`src/rtl/rx_frame_ctrl.sv`:
```
// rtl/rx_frame_ctrl.sv - receive frame controller: address filter, length checks, verdict, stats
module rx_frame_ctrl #(
    parameter int DATA_WIDTH = 8,
    parameter int MIN_LEN    = 64,
    parameter int CNT_WIDTH  = 32
) (
    input  logic                  mac_clk,
    input  logic                  mac_rst,
    input  logic                  in_startofpacket,
    input  logic                  in_endofpacket,
    input  logic                  in_valid,
    input  logic [DATA_WIDTH-1:0] in_data,
    input  logic                  in_error,
    output logic                  out_startofpacket,
    output logic                  out_endofpacket,
    output logic                  out_valid,
    output logic [DATA_WIDTH-1:0] out_data,
    output logic                  out_error,
    input  logic [47:0]           local_mac,
    input  logic [15:0]           max_len,
    input  logic                  promisc,
    input  logic                  accept_mcast,
    output logic                  status_valid,
    output logic                  status_accept,
    output logic [2:0]            status_reason,
    output logic [15:0]           status_len,
    input  logic                  stats_clr,
    output logic [CNT_WIDTH-1:0]  cnt_good,
    output logic [CNT_WIDTH-1:0]  cnt_bad,
    output logic [CNT_WIDTH-1:0]  cnt_runt,
    output logic [CNT_WIDTH-1:0]  cnt_giant,
    output logic [CNT_WIDTH-1:0]  cnt_filtered
);

    typedef enum logic [1:0] {S_IDLE = 2'd0, S_DA = 2'd1, S_BODY = 2'd2} state_t;

    localparam logic [2:0]  R_OK       = 3'd0;
    localparam logic [2:0]  R_ERROR    = 3'd1;
    localparam logic [2:0]  R_RUNT     = 3'd2;
    localparam logic [2:0]  R_GIANT    = 3'd3;
    localparam logic [2:0]  R_FILTERED = 3'd4;
    localparam logic [2:0]  R_ABORT    = 3'd5;
    localparam logic [15:0] MIN_LEN_W  = 16'(MIN_LEN);

    state_t      state_q, state_d;
    logic [15:0] len_q;
    logic [2:0]  da_idx_q;
    logic        err_q, uc_q, bc_q, mc_q;

    logic [7:0]  in_byte;
    logic        sop_beat, tracked, abort_beat, eop_beat;
    logic [2:0]  cmp_idx;
    logic [7:0]  mac_byte;
    logic        byte_is_mac, byte_is_bc;

    logic [15:0] cur_len;
    logic        cur_err, cur_uc, cur_bc, cur_mc, cur_da_done;
    logic [2:0]  nxt_idx;
    logic        addr_ok;
    logic [2:0]  verdict;

    logic        first_v, second_v;
    logic [2:0]  first_r, second_r;
    logic [15:0] first_l, second_l;
    logic        pend_v_q, pend_v_d;
    logic [2:0]  pend_r_q, pend_r_d;
    logic [15:0] pend_l_q, pend_l_d;
    logic        st_v_q, st_v_d, st_a_q, st_a_d;
    logic [2:0]  st_r_q, st_r_d;
    logic [15:0] st_l_q, st_l_d;
    logic        out_error_d;

    logic                  osop_q, oeop_q, oval_q, oerr_q;
    logic [DATA_WIDTH-1:0] odata_q;
    logic [CNT_WIDTH-1:0]  good_q, bad_q, runt_q, giant_q, filt_q;
    logic                  hit_good, hit_bad, hit_runt, hit_giant, hit_filt;

    assign in_byte    = in_data[7:0];
    // A sop always opens a frame; other beats only count while a frame is open.
    assign sop_beat   = in_valid & in_startofpacket;
    assign tracked    = in_valid & (in_startofpacket | (state_q != S_IDLE));
    assign abort_beat = sop_beat & (state_q != S_IDLE);
    assign eop_beat   = tracked & in_endofpacket;

    // Select the station-address byte that lines up with the current DA byte
    always_comb begin
        mac_byte = 8'h00;
        cmp_idx  = sop_beat ? 3'd0 : da_idx_q;
        case (cmp_idx)
            3'd0:    mac_byte = local_mac[47:40];
            3'd1:    mac_byte = local_mac[39:32];
            3'd2:    mac_byte = local_mac[31:24];
            3'd3:    mac_byte = local_mac[23:16];
            3'd4:    mac_byte = local_mac[15:8];
            3'd5:    mac_byte = local_mac[7:0];
            default: mac_byte = 8'h00;
        endcase
    end

    assign byte_is_mac = (in_byte == mac_byte);
    assign byte_is_bc  = (in_byte == 8'hFF);

    // Frame attributes including the current beat, so the verdict is ready on the eop beat
    always_comb begin
        cur_len     = len_q;
        cur_err     = err_q;
        cur_uc      = uc_q;
        cur_bc      = bc_q;
        cur_mc      = mc_q;
        cur_da_done = (state_q == S_BODY);
        nxt_idx     = da_idx_q;
        if (sop_beat) begin
            cur_len     = 16'd1;
            cur_err     = in_error;
            cur_uc      = byte_is_mac;
            cur_bc      = byte_is_bc;
            cur_mc      = in_byte[0];
            cur_da_done = 1'b0;
            nxt_idx     = 3'd1;
        end else if (state_q != S_IDLE) begin
            cur_len = (&len_q) ? len_q : len_q + 16'd1;
            cur_err = err_q | in_error;
            if (state_q == S_DA) begin
                cur_uc      = uc_q & byte_is_mac;
                cur_bc      = bc_q & byte_is_bc;
                cur_da_done = (da_idx_q == 3'd5);
                nxt_idx     = da_idx_q + 3'd1;
            end
        end
    end

    // Verdict with priority ERROR > RUNT > GIANT > FILTERED > OK
    always_comb begin
        addr_ok = promisc | cur_uc | cur_bc | (cur_mc & accept_mcast);
        verdict = R_OK;
        if (cur_err)
            verdict = R_ERROR;
        else if (!cur_da_done || (cur_len < MIN_LEN_W))
            verdict = R_RUNT;
        else if (cur_len > max_len)
            verdict = R_GIANT;
        else if (!addr_ok)
            verdict = R_FILTERED;
    end

    // FSM state register
    always_ff @(posedge mac_clk) begin
        if (mac_rst)
            state_q <= S_IDLE;
        else
            state_q <= state_d;
    end

    // FSM next state: eop always closes, sop always (re)opens, DA ends after byte 5
    always_comb begin
        state_d = state_q;
        if (in_valid) begin
            case (state_q)
                S_IDLE: begin
                    if (in_startofpacket)
                        state_d = in_endofpacket ? S_IDLE : S_DA;
                end
                S_DA, S_BODY: begin
                    if (in_endofpacket)
                        state_d = S_IDLE;
                    else if (in_startofpacket)
                        state_d = S_DA;
                    else if ((state_q == S_DA) && (da_idx_q == 3'd5))
                        state_d = S_BODY;
                end
                default: state_d = S_IDLE;
            endcase
        end
    end

    // Per-frame length, DA index and match/error flags
    always_ff @(posedge mac_clk) begin
        if (mac_rst) begin
            len_q    <= 16'd0;
            da_idx_q <= 3'd0;
            err_q    <= 1'b0;
            uc_q     <= 1'b0;
            bc_q     <= 1'b0;
            mc_q     <= 1'b0;
        end else if (tracked) begin
            len_q    <= cur_len;
            da_idx_q <= nxt_idx;
            err_q    <= cur_err;
            uc_q     <= cur_uc;
            bc_q     <= cur_bc;
            mc_q     <= cur_mc;
        end
    end

    // FSM outputs: status ordering through a one-entry pending slot, plus the eop error override.
    // An abort and the 1-byte frame that caused it both arise on one beat; the abort leaves first.
    // The pending slot can only stay occupied while the FSM is idle, so at most one new status
    // arrives whenever it is full.
    always_comb begin
        first_v  = abort_beat | eop_beat;
        first_r  = abort_beat ? R_ABORT : (eop_beat ? verdict : 3'd0);
        first_l  = abort_beat ? len_q : (eop_beat ? cur_len : 16'd0);
        second_v = abort_beat & eop_beat;
        second_r = second_v ? verdict : 3'd0;
        second_l = second_v ? cur_len : 16'd0;
        if (pend_v_q) begin
            st_v_d   = 1'b1;
            st_r_d   = pend_r_q;
            st_l_d   = pend_l_q;
            pend_v_d = first_v;
            pend_r_d = first_r;
            pend_l_d = first_l;
        end else begin
            st_v_d   = first_v;
            st_r_d   = first_r;
            st_l_d   = first_l;
            pend_v_d = second_v;
            pend_r_d = second_r;
            pend_l_d = second_l;
        end
        st_a_d      = st_v_d & (st_r_d == R_OK);
        out_error_d = in_error | (eop_beat & (verdict != R_OK));
    end

    // Registered status, pending slot and re-timed stream
    always_ff @(posedge mac_clk) begin
        if (mac_rst) begin
            st_v_q   <= 1'b0;
            st_a_q   <= 1'b0;
            st_r_q   <= 3'd0;
            st_l_q   <= 16'd0;
            pend_v_q <= 1'b0;
            pend_r_q <= 3'd0;
            pend_l_q <= 16'd0;
            osop_q   <= 1'b0;
            oeop_q   <= 1'b0;
            oval_q   <= 1'b0;
            oerr_q   <= 1'b0;
            odata_q  <= '0;
        end else begin
            st_v_q   <= st_v_d;
            st_a_q   <= st_a_d;
            st_r_q   <= st_r_d;
            st_l_q   <= st_l_d;
            pend_v_q <= pend_v_d;
            pend_r_q <= pend_r_d;
            pend_l_q <= pend_l_d;
            osop_q   <= in_startofpacket;
            oeop_q   <= in_endofpacket;
            oval_q   <= in_valid;
            oerr_q   <= out_error_d;
            odata_q  <= in_data;
        end
    end

    function automatic logic [CNT_WIDTH-1:0] sat_inc(input logic [CNT_WIDTH-1:0] v, input logic hit);
        return (hit && !(&v)) ? v + 1'b1 : v;
    endfunction

    assign hit_good  = st_v_q & (st_r_q == R_OK);
    assign hit_bad   = st_v_q & ((st_r_q == R_ERROR) | (st_r_q == R_ABORT));
    assign hit_runt  = st_v_q & (st_r_q == R_RUNT);
    assign hit_giant = st_v_q & (st_r_q == R_GIANT);
    assign hit_filt  = st_v_q & (st_r_q == R_FILTERED);

    // Saturating statistics; clear wins over a coincident increment
    always_ff @(posedge mac_clk) begin
        if (mac_rst || stats_clr) begin
            good_q  <= '0;
            bad_q   <= '0;
            runt_q  <= '0;
            giant_q <= '0;
            filt_q  <= '0;
        end else begin
            good_q  <= sat_inc(good_q, hit_good);
            bad_q   <= sat_inc(bad_q, hit_bad);
            runt_q  <= sat_inc(runt_q, hit_runt);
            giant_q <= sat_inc(giant_q, hit_giant);
            filt_q  <= sat_inc(filt_q, hit_filt);
        end
    end

    assign out_startofpacket = osop_q;
    assign out_endofpacket   = oeop_q;
    assign out_valid         = oval_q;
    assign out_data          = odata_q;
    assign out_error         = oerr_q;
    assign status_valid      = st_v_q;
    assign status_accept     = st_a_q;
    assign status_reason     = st_r_q;
    assign status_len        = st_l_q;
    assign cnt_good          = good_q;
    assign cnt_bad           = bad_q;
    assign cnt_runt          = runt_q;
    assign cnt_giant         = giant_q;
    assign cnt_filtered      = filt_q;

endmodule

```
`config.mk`:
```
export PLATFORM = sky130hd
export DESIGN_NAME = rx_frame_ctrl
export DESIGN_NICKNAME = d
export VERILOG_FILES = /design/src/rtl/rx_frame_ctrl.sv
export SDC_FILE = /design/constraint.sdc
export NUM_CORES = 1
export LEC_CHECK = 0
export BUFFER_PORTS_ARGS = -buffer_cell sky130_fd_sc_hd__buf_2
export CAP_MARGIN = 20
export CORE_MARGIN = 2
export CORE_UTILIZATION = 38
export DETAILED_ROUTE_END_ITERATION = 16
export HOLD_SLACK_MARGIN = 0.02
export MAX_ROUTING_LAYER = met4
export SLEW_MARGIN = 20
export SYNTH_ARGS = -nofsm -noshare
export SYNTH_HDL_FRONTEND = slang
export SYNTH_SLANG_ARGS = --single-unit
```
`constraint.sdc`:
```
create_clock -name mac_clk -period 4.2 [get_ports mac_clk]
set_clock_uncertainty 0.2 [all_clocks]
set_input_delay 0.21 -clock mac_clk [delete_from_list [all_inputs] [get_ports mac_clk]]
set_output_delay 0.21 -clock mac_clk [all_outputs]
set_load 0.01 [all_outputs]
```
==> metrics.log <==
INFO  metric run_status = finished clean
INFO  metric most_common_cell_after_layout_fill_and_taps_aside = buf_2
INFO  metric cts_tree = built
INFO  metric cts_buffers = 27
INFO  metric syn2layout_area_growth = 24.38%
INFO  metric highest_count_cells_in_the_layout_ignoring_fill_and_taps = 273 x buf_2, 238 x dfxtp_1, 228 x nor2_1
INFO  metric synth.yosys.seq_area_share = 40.17%
INFO  metric crit_required = 4.43 ns
INFO  metric initial_utilization = 38.67%
INFO  metric hpwl = 24.16 mm
INFO  metric timing.rr.start = state_q[0]
INFO  metric coreArea = 0.03067 mm²
INFO  metric max_slew.worst_pin.slew = 0.9411 ns
INFO  metric wl_per_cell = 15.70 µm
INFO  metric num_antenna_cells = 0
INFO  metric rows = 64
INFO  metric die_height = 180.7 µm
INFO  metric worst_hold_path.num_cells = 6
INFO  metric vias_per_cell = 5.228
INFO  metric grt_max_degree = 161
INFO  metric numClockSinks = 238
INFO  metric finalNetCount = 1820
INFO  metric worst_setup_path_startpoint = state_q[0]
INFO  metric power.static_leakage = 5.856 nW
INFO  metric count_of_flip_flops_with_a_built_in_enable_after_synthesis = 0
INFO  metric number_of_global_route_vias_before_repair = 10440
INFO  metric total_power = 5.133 mW
INFO  metric cts_setup_buffers = 0
INFO  metric cts-root-buf = clkbuf_16
INFO  metric number_of_antenna_violations_at_the_first_check_in_global_routing = 0
INFO  metric arrival = 4.18 ns
INFO  metric number_of_levels_in_the_clock_h_tree = 1
INFO  metric total_global_route_track_usage = 20.07%
INFO  metric syn_nets = 1555
INFO  metric avgSynthCellArea = 8.203 µm²
INFO  metric firstDrtPassIters = 5
INFO  metric timing.critical_path.slowest_stage_cell = dfxtp_1
INFO  metric synth_seq_cells = 238
INFO  metric grt-ovfl-total = 0
INFO  metric r2r_end = status_accept
INFO  metric crit_path_end_kind = flop
INFO  metric floorplan.die.width = 180.7 µm
INFO  metric timing_max_transition_violations_final = 0
INFO  metric path_buf_inv = 1
INFO  metric timing.critical_path.max_delay_family = compound AO/OA/AOI/OAI gates
INFO  metric critical_path_class = flop to flop
INFO  metric netlist_area = 0.01186 mm²
INFO  metric worst_ir_drop_vdd = 0.0002875 V
INFO  metric setup-tns-final = 0 ns
INFO  metric first_pass_grt_wire_length = 53.64 mm
INFO  metric finalSetupViolCount = 0
INFO  metric synth-warning-count = 0
INFO  metric cpPeakStageDelay = 0.43 ns
INFO  metric ant_nets = 0
INFO  metric worst-r2r-setup-slack = 0.25 ns
INFO  metric async_reset_ff_share = 0%
INFO  metric hold_violations = 0
INFO  metric grt_setup_unrepaired = false
INFO  metric wl = 33.39 mm
INFO  metric timing.slew.headroom = 37.17%
INFO  metric max-cap-violations = 0
INFO  metric top_level_port_count = 274
INFO  metric timing.critical_path.mode_cell = a21o_1
INFO  metric critical_path_peak_fanout = 5
INFO  metric drt_first_iter_violations = 556
INFO  metric min_period_over_period = 94.08%
INFO  metric drc = 0
INFO  metric clkSlewWorstSetupHoldPaths = 0.06 ns
INFO  metric final.fill_count = 3048
INFO  metric postSynth.topFlopCell = dfxtp_1
INFO  metric worst-path-stages = 15
INFO  metric drive_gt1_share = 21.62%
INFO  metric worst_setup_path_start_kind = flop
INFO  metric achievable-frequency = 0.2531 GHz
INFO  metric endpoint = status_accept
INFO  metric fp.dieArea = 0.03264 mm²
INFO  metric detailed_route_via_count = 11120
INFO  metric yosysUniqueCellTypes = 73
INFO  metric worstPathCellList = inv_1 > ha_1 > nand4b_2 > or3_4 > nor3_2 > mux2i_2 > ha_1 > a21o_1 > a21o_1 > a21oi_1 > o21a_1 > a21o_1 > o211a_4 > o31ai_1 > a2111oi_2
INFO  metric clk_latency = 0.53 ns
INFO  metric postSynthCellCount = 1446
INFO  metric pwr_density_cell = 347.9 mW/mm²
INFO  metric place.gp.congestion = 0.8657
INFO  metric worst-r2r-cell-count = 15
INFO  metric cts-root-to-sink-buffers = 3
INFO  metric period_minus_slack = 3.952 ns
INFO  metric io_buffers = 273
INFO  metric worstHoldPathType = input port to flop
-- power breakdown --
group | leakage, nW | internal [mW] | switching, mW
clock | 0.483 | 1.63 | 0.958
combinational | 3.45 | 0.109 | 0.153
sequential | 1.92 | 2.27 | 0.0155
-- tightest hold or removal path, stage by stage --
cell       delay (ns)
buf_2            0.09
a22oi_1          0.10
nand3b_1         0.10
a2111oi_0        0.12
nand3b_1         0.09
a211oi_1         0.06
-- what timing repair did --
item	in CTS	in global routing
endpoints found under the setup margin	0	6
hold endpoints to repair	30	0
hold buffers	15	0
resized for setup	0	4
-- Yosys cell counts, types with 33 or more instances --
master / count / area share [%]
a21oi_1: 67 / 2.8
clkbuf_1: 57 / 1.8
dfxtp_1: 238 / 40
inv_1: 45 / 1.4
nand2_1: 123 / 3.9
nand3_1: 67 / 2.8
nand4_1: 54 / 2.8
nor2_1: 229 / 7.2
nor3_1: 37 / 1.6
o21ai_0: 46 / 1.9
or3_1: 33 / 1.7
xnor2_1: 64 / 4.7
xor2_1: 78 / 5.8
-- metal layers --
metal / vias up / global-route usage, % / part of all wire [%]
met5: - / - / 0
met4: 0 / 4.677 / 2.2
met3: 46 / 2.526 / 5.6
met2: 322 / 33.14 / 46
met1: 5164 / 26.17 / 46
li1: 5583 / - / -
-- registers in the layout, summed over array words and instances (netlist names), 2 cells and up --
| register | cells |
|---|---|
| cnt_bad | 32 |
| cnt_filtered | 32 |
| cnt_giant | 32 |
| cnt_good | 32 |
| cnt_runt | 32 |
| len_q | 16 |
| pend_l_q | 16 |
| status_len | 16 |
| out_data | 8 |
| da_idx_q | 3 |
| pend_r_q | 3 |
| status_reason | 3 |
| state_q | 2 |
-- cells by family (layout without fill, tap and decap cells) --
group	count (synthesis)	in the layout	synth area share, %
XOR/XNOR	142	142	10.49
buffers and inverters	115	399	3.840
adder cells (fa/ha/maj)	28	28	2.954
AND/OR/NAND/NOR	698	698	29.64
flip-flops	238	238	40.17
AO/OA/AOI/OAI	199	199	10.60
multiplexers	26	26	2.310
-- metrics by stage --
step	std cells	setup WS (ns)	cell area (µm²)	hold slack (ns)	utilization, %
final	2126	0.2485	14750	0.08530	48.10
after global routing	2126	0.003182	14750	0.1258	48.10
after CTS	2126	0.1754	14730	0.05098	48.04
after detailed placement	2063	0.1836	13600	0.2464	44.35
after global placement	2063	0.2974	13600	0.2403	44.34
after floorplan	1446	0.6030	11860	0.1382	-
-- worst min path at each step --
stage	start	to	slack, ns
6_report	local_mac[40]	uc_q	0.09
4_1_cts	local_mac[40]	uc_q	0.05
3_3_place_gp	pend_l_q[14]	status_len[14]	0.24
5_1_grt	local_mac[40]	uc_q	0.13
3_5_place_dp	pend_l_q[14]	status_len[14]	0.25
2_1_floorplan	in_data[0]	out_data[0]	0.14
-- final cells by class --
cell class | instances | area [µm²] | share of cell area (%)
clock inverter | 15 | 234.0 | 1.586
tap | 396 | 495.5 | 3.358
timing repair buffer | 306 | 1677 | 11.36
multi-input combinational | 1093 | 6665 | 45.18
clock buffer | 33 | 748.2 | 5.072
inverter | 45 | 168.9 | 1.145
sequential | 238 | 4765 | 32.30
No activity file was read; power rests on OpenSTA's default activity.
